[config.mk]
export PLATFORM = sky130hd
export DESIGN_NAME = pipeline_merge_rr
export DESIGN_NICKNAME = d
export VERILOG_FILES = /design/src/rtl/pipeline_pkg.sv /design/src/rtl/merge_rr_arbiter.sv /design/src/rtl/pipeline_merge_rr.sv
export SDC_FILE = /design/constraint.sdc
export NUM_CORES = 1
export LEC_CHECK = 0
export CAP_MARGIN = 20
export CORE_UTILIZATION = 45
export CTS_CLUSTER_SIZE = 16
export DETAILED_ROUTE_END_ITERATION = 6
export GPL_ROUTABILITY_DRIVEN = 1
export PLACE_DENSITY = 0.76
export SLEW_MARGIN = 20
export SYNTH_ARGS = -nofsm -noshare
export SYNTH_HDL_FRONTEND = slang
export SYNTH_HIERARCHICAL = 1
export SYNTH_SLANG_ARGS = --single-unit
[constraint.sdc]
create_clock -name clk -period 4.79 [get_ports clk]
set_clock_uncertainty 0.2 [all_clocks]
set_input_delay 0.479 -clock clk [delete_from_list [all_inputs] [get_ports clk]]
set_output_delay 0.479 -clock clk [all_outputs]
set_load 0.1 [all_outputs]
[src/rtl/pipeline_pkg.sv]
// Shared types and helpers for the round-robin pipeline merge.
// The optional PIPELINE_MERGE_LOCK_EN build uses the lock-state enum defined here.
package pipeline_pkg;

  typedef enum logic {
    ARB_IDLE   = 1'b0,
    ARB_LOCKED = 1'b1
  } arb_state_t;

  function automatic int unsigned idx_width(input int unsigned n);
    return (n < 2) ? 1 : int'($clog2(n));
  endfunction

endpackage

[src/rtl/merge_rr_arbiter.sv]
// Round-robin grant logic with rotating priority pointer.
// PIPELINE_MERGE_LOCK_EN adds d_last and holds the grant on one channel until a packet ends.
module merge_rr_arbiter
  import pipeline_pkg::*;
#(
  parameter int unsigned NumInputs = 2,
  parameter int unsigned IdxW      = idx_width(NumInputs)
) (
  input  logic                 clk,
  input  logic                 reset,
  input  logic                 enable,
  input  logic [NumInputs-1:0] d_valid,
`ifdef PIPELINE_MERGE_LOCK_EN
  input  logic [NumInputs-1:0] d_last,
`endif
  output logic [NumInputs-1:0] grant,
  output logic [IdxW-1:0]      grant_idx
);

  logic [IdxW-1:0] ptr;
  logic [IdxW-1:0] ptr_next;
  logic [IdxW-1:0] search_idx;
  logic            search_hit;
  logic            sel_hit;
  logic            ptr_adv;
  logic            accept;

  // First valid channel at or after ptr, wrapping past the top index.
  always_comb begin
    int unsigned c;
    c          = 0;
    search_idx = '0;
    search_hit = 1'b0;
    for (int unsigned j = 0; j < NumInputs; j++) begin
      c = (32'(ptr) + j) % NumInputs;
      if (!search_hit && d_valid[IdxW'(c)]) begin
        search_hit = 1'b1;
        search_idx = IdxW'(c);
      end
    end
  end

`ifdef PIPELINE_MERGE_LOCK_EN
  arb_state_t      state;
  logic [IdxW-1:0] lock_ch;

  always_comb begin
    grant_idx = search_idx;
    sel_hit   = search_hit;
    if (state == ARB_LOCKED) begin
      grant_idx = lock_ch;
      sel_hit   = d_valid[lock_ch];
    end
  end

  assign ptr_adv = d_last[grant_idx];

  always_ff @(posedge clk or posedge reset) begin
    if (reset) begin
      state   <= ARB_IDLE;
      lock_ch <= '0;
    end else if (accept) begin
      if (d_last[grant_idx]) begin
        state <= ARB_IDLE;
      end else begin
        state   <= ARB_LOCKED;
        lock_ch <= grant_idx;
      end
    end
  end
`else
  assign grant_idx = search_idx;
  assign sel_hit   = search_hit;
  assign ptr_adv   = 1'b1;
`endif

  assign accept   = enable & sel_hit;
  assign ptr_next = (grant_idx == IdxW'(NumInputs - 1)) ? '0 : grant_idx + IdxW'(1);

  always_comb begin
    grant = '0;
    if (accept) grant[grant_idx] = 1'b1;
  end

  always_ff @(posedge clk or posedge reset) begin
    if (reset) begin
      ptr <= '0;
    end else if (accept && ptr_adv) begin
      ptr <= ptr_next;
    end
  end

endmodule

[src/rtl/pipeline_merge_rr.sv]
// N-to-1 round-robin merge into a two-slot output buffer (slot1 drives q, slot2 absorbs overflow).
// Define PIPELINE_MERGE_LOCK_EN to add d_last and packet-locked arbitration.
module pipeline_merge_rr
  import pipeline_pkg::*;
#(
  parameter string       Name      = "",
  parameter int unsigned Width     = 8,
  parameter int unsigned NumInputs = 2
) (
  input  logic                           clk,
  input  logic                           reset,
  input  logic [NumInputs*Width-1:0]     d,
  input  logic [NumInputs-1:0]           d_valid,
`ifdef PIPELINE_MERGE_LOCK_EN
  input  logic [NumInputs-1:0]           d_last,
`endif
  output logic [NumInputs-1:0]           d_bp,
  output logic [Width-1:0]               q,
  output logic                           q_valid,
  input  logic                           q_bp,
  output logic [idx_width(NumInputs)-1:0] q_src
);

  localparam int unsigned IdxW = idx_width(NumInputs);

  logic                 s1_v, s2_v;
  logic [Width-1:0]     s1_d, s2_d;
  logic [IdxW-1:0]      s1_src, s2_src;
  logic                 full;
  logic                 push;
  logic                 pop;
  logic [NumInputs-1:0] grant;
  logic [IdxW-1:0]      grant_idx;
  logic [Width-1:0]     in_d;

  assign full = s1_v & s2_v;

  merge_rr_arbiter #(
    .NumInputs(NumInputs),
    .IdxW     (IdxW)
  ) u_arb (
    .clk      (clk),
    .reset    (reset),
    .enable   (~full & ~reset),
    .d_valid  (d_valid),
`ifdef PIPELINE_MERGE_LOCK_EN
    .d_last   (d_last),
`endif
    .grant    (grant),
    .grant_idx(grant_idx)
  );

  assign d_bp    = ~grant;
  assign push    = |grant;
  assign pop     = s1_v & ~q_bp;
  assign in_d    = d[32'(grant_idx)*Width +: Width];
  assign q       = s1_d;
  assign q_valid = s1_v;
  assign q_src   = s1_src;

  // slot2 is only ever occupied behind slot1, so a push never meets a full pair.
  always_ff @(posedge clk or posedge reset) begin
    if (reset) begin
      s1_v   <= 1'b0;
      s1_d   <= '0;
      s1_src <= '0;
      s2_v   <= 1'b0;
      s2_d   <= '0;
      s2_src <= '0;
    end else begin
      if (pop && !push) begin
        s1_v   <= s2_v;
        s1_d   <= s2_d;
        s1_src <= s2_src;
        s2_v   <= 1'b0;
      end else if (push && !pop) begin
        if (!s1_v) begin
          s1_v   <= 1'b1;
          s1_d   <= in_d;
          s1_src <= grant_idx;
        end else begin
          s2_v   <= 1'b1;
          s2_d   <= in_d;
          s2_src <= grant_idx;
        end
      end else if (push && pop) begin
        if (s2_v) begin
          s1_d   <= s2_d;
          s1_src <= s2_src;
          s2_d   <= in_d;
          s2_src <= grant_idx;
        end else begin
          s1_d   <= in_d;
          s1_src <= grant_idx;
        end
      end
    end
  end

endmodule

==> flow_metrics.env <==
export IMPL_initial_utilization=0.475
export IMPL_synth_nets=138
export IMPL_grt_pass1_vias=888
export IMPL_dr_total_vias=932
export IMPL_crit_type="in -> out"
export IMPL_fp_dieArea_sq_um=2800
export IMPL_area_growth_pct=29.2
export IMPL_fin_nets=168
export IMPL_numCtsBuffers=3
export IMPL_dpl_hpwl_um=1850
export IMPL_ioPinCount=33
export IMPL_cts_max_level=1
export IMPL_cts_reportedPaths_clkPinSlew_ps=110
export IMPL_period_minus_slack_ps=3210
export IMPL_slew_violations=0
export IMPL_rows=18
export IMPL_io_buffer_count=32
export IMPL_maxCapViolations=0
export IMPL_hold_viol_final=0
export IMPL_grt_pass1_wl_um=3850
export IMPL_postCtsHoldBufs=0
export IMPL_clockRootBuffer="clkbuf_4"
export IMPL_cp_max_fo=4
export IMPL_rsz0062_at_grt="false"
export IMPL_drt_wl_total_um=2380
export IMPL_synth_cells=114
export IMPL_yosysSeqAreaShare=0.451
export IMPL_grt_overflow=0
export IMPL_clk_path_buf_depth=2
export IMPL_endpoint_kind="output pin"
export IMPL_clock_latency_ps=300
export IMPL_tritoncts="yes"
export IMPL_gp_congestion=0.832
export IMPL_ys_ff_latch=21
export IMPL_start_kind="input pin"
export IMPL_yosys_warnings=6
export IMPL_wl_met1_um=1170
export IMPL_synth_flop_cell="dfrtp_1"
export IMPL_synth_avg_cell_area_sq_um=10.2
export IMPL_hp_class="in -> async"
export IMPL_grt_max_degree=21
export IMPL_layout_drive_gt1_share=0.154
export IMPL_ant_nets=0
export IMPL_cts_sinks=21
export IMPL_status="complete, no violations"
export IMPL_synth_area_leaders="dfrtp_1 (45%), mux2_2 (16%), a21oi_1 (5.6%)"
export IMPL_fin_crit_sh=0.670
export IMPL_yosys_area_top_type="dfrtp_1"
export IMPL_yosysTopAreaCellShare=0.451
export IMPL_crit_arrival_ps=2530
export IMPL_synth_cell_types=24
export IMPL_vias_per_cell=5.39
export IMPL_yosysMostFrequentCell="dfrtp_1"
export IMPL_drtIter0Drc=13
export IMPL_diodes=0
export IMPL_track_usage=0.191
export IMPL_first_pass_iters=4
export IMPL_relSlewSlack=0.351
export IMPL_tightestPinTransition_ps=971
export IMPL_synth_edf_count=0
export IMPL_synth_cells_most_frequent="dfrtp_1 (21), mux2_2 (17), a21oi_1 (13)"
export IMPL_core_sq_um=2450
export IMPL_dr_max_layer_used="met4"
export IMPL_die_h_um=52.9
export IMPL_reg2reg_slack_ps=1940
export IMPL_grt_antenna_before_repair=0
export IMPL_setup_viol=0
export IMPL_fmax_ghz=0.311
export IMPL_async_flop_share=1.00
export IMPL_post_cts_buffers=0
export IMPL_syn_area_sq_um=1160
export IMPL_die_x_um=52.9
export IMPL_wl_met2_um=1090
export IMPL_drcViolationCount=0
export IMPL_ctsResizeCount=0
export IMPL_finalSetupTns_ps=0
export IMPL_wl_met3_um=88
export IMPL_wl_per_cell_um=13.7
export IMPL_worstPathRequired_ps=4110
-- metal layers --
| layer | vias up | global-route usage |
|---|---|---|
| met5 | - | 0 |
| met4 | 0 | 0.0658 |
| met3 | 4 | 0.0345 |
| met2 | 29 | 0.304 |
| met1 | 437 | 0.260 |
| li1 | 462 | - |
-- worst paths after layout --
check / from / cells past startpoint / endpoint
min in group clk: s2_d[5] / 1 / s2_d[5]
hold reg to reg: s2_d[5] / 1 / s2_d[5]
max in group asynchronous: reset / 2 / q_valid
setup / recovery: reset / 6 / d_bp[0]
hold / removal: reset / 2 / u_arb/ptr
setup reg to reg: q_valid / 8 / s2_d[2]
-- layout make-up --
class / count / area [sq um]
Sequential cell: 21 / 526
Tap cell: 30 / 37.5
Timing Repair Buffer: 32 / 320
Clock buffer: 4 / 26.3
Multi-Input combinational cell: 78 / 566
Inverter: 8 / 30.0
Fill cell: 201 / 950
-- cells in the final DEF, fill, tap and decap left out, types with 3 or more instances in the layout --
| cell | synthesis | layout |
|---|---|---|
| a21oi_1 | 13 | 13 |
| nor3_1 | 9 | 9 |
| inv_1 | 7 | 7 |
| clkdlybuf4s50_1 | 0 | 32 |
| o31ai_1 | 8 | 8 |
| o21ai_0 | 9 | 9 |
| nor2_1 | 3 | 3 |
| nand2b_1 | 3 | 3 |
| clkbuf_4 | 0 | 3 |
| mux2_2 | 17 | 17 |
| ha_1 | 3 | 3 |
| dfrtp_1 | 21 | 21 |
-- critical path: stages --
cell,delay [ps]
clkdlybuf4s50_1,450
a21oi_1,270
nand2_1,90
a21oi_1,210
inv_1,60
clkdlybuf4s50_1,960
-- stage by stage --
stage,hold slack (ps),cells,setup slack [ps],cell area (sq um),utilization
2_1_floorplan,7.71,114,1550,1160,-
3_3_place_gp,285,169,1580,1480,0.602
3_5_place_dp,297,169,1470,1480,0.602
4_1_cts,168,173,1580,1510,0.613
5_1_grt,160,173,1450,1510,0.613
6_report,170,173,1580,1510,0.613
-- logic make-up (layout without fill, tap and decap cells) --
| logic type | count (synthesis) | after routing | share of synthesized area |
|---|---|---|---|
| compound gates | 35 | 35 | 0.187 |
| simple gates | 23 | 23 | 0.102 |
| mux | 17 | 17 | 0.164 |
| flops | 21 | 21 | 0.451 |
| fa+ha+maj | 3 | 3 | 0.0322 |
| buf+inv | 15 | 44 | 0.0634 |
-- registers in the layout, indices dropped and copies added, names as in the netlist --
name / count
q: 8
s2_d: 8
q_src: 1
q_valid: 1
s2_src: 1
s2_v: 1
u_arb/ptr: 1
Power is not shown: default switching activity piles up to over one toggle a cycle in this logic, so the estimate is an artifact.
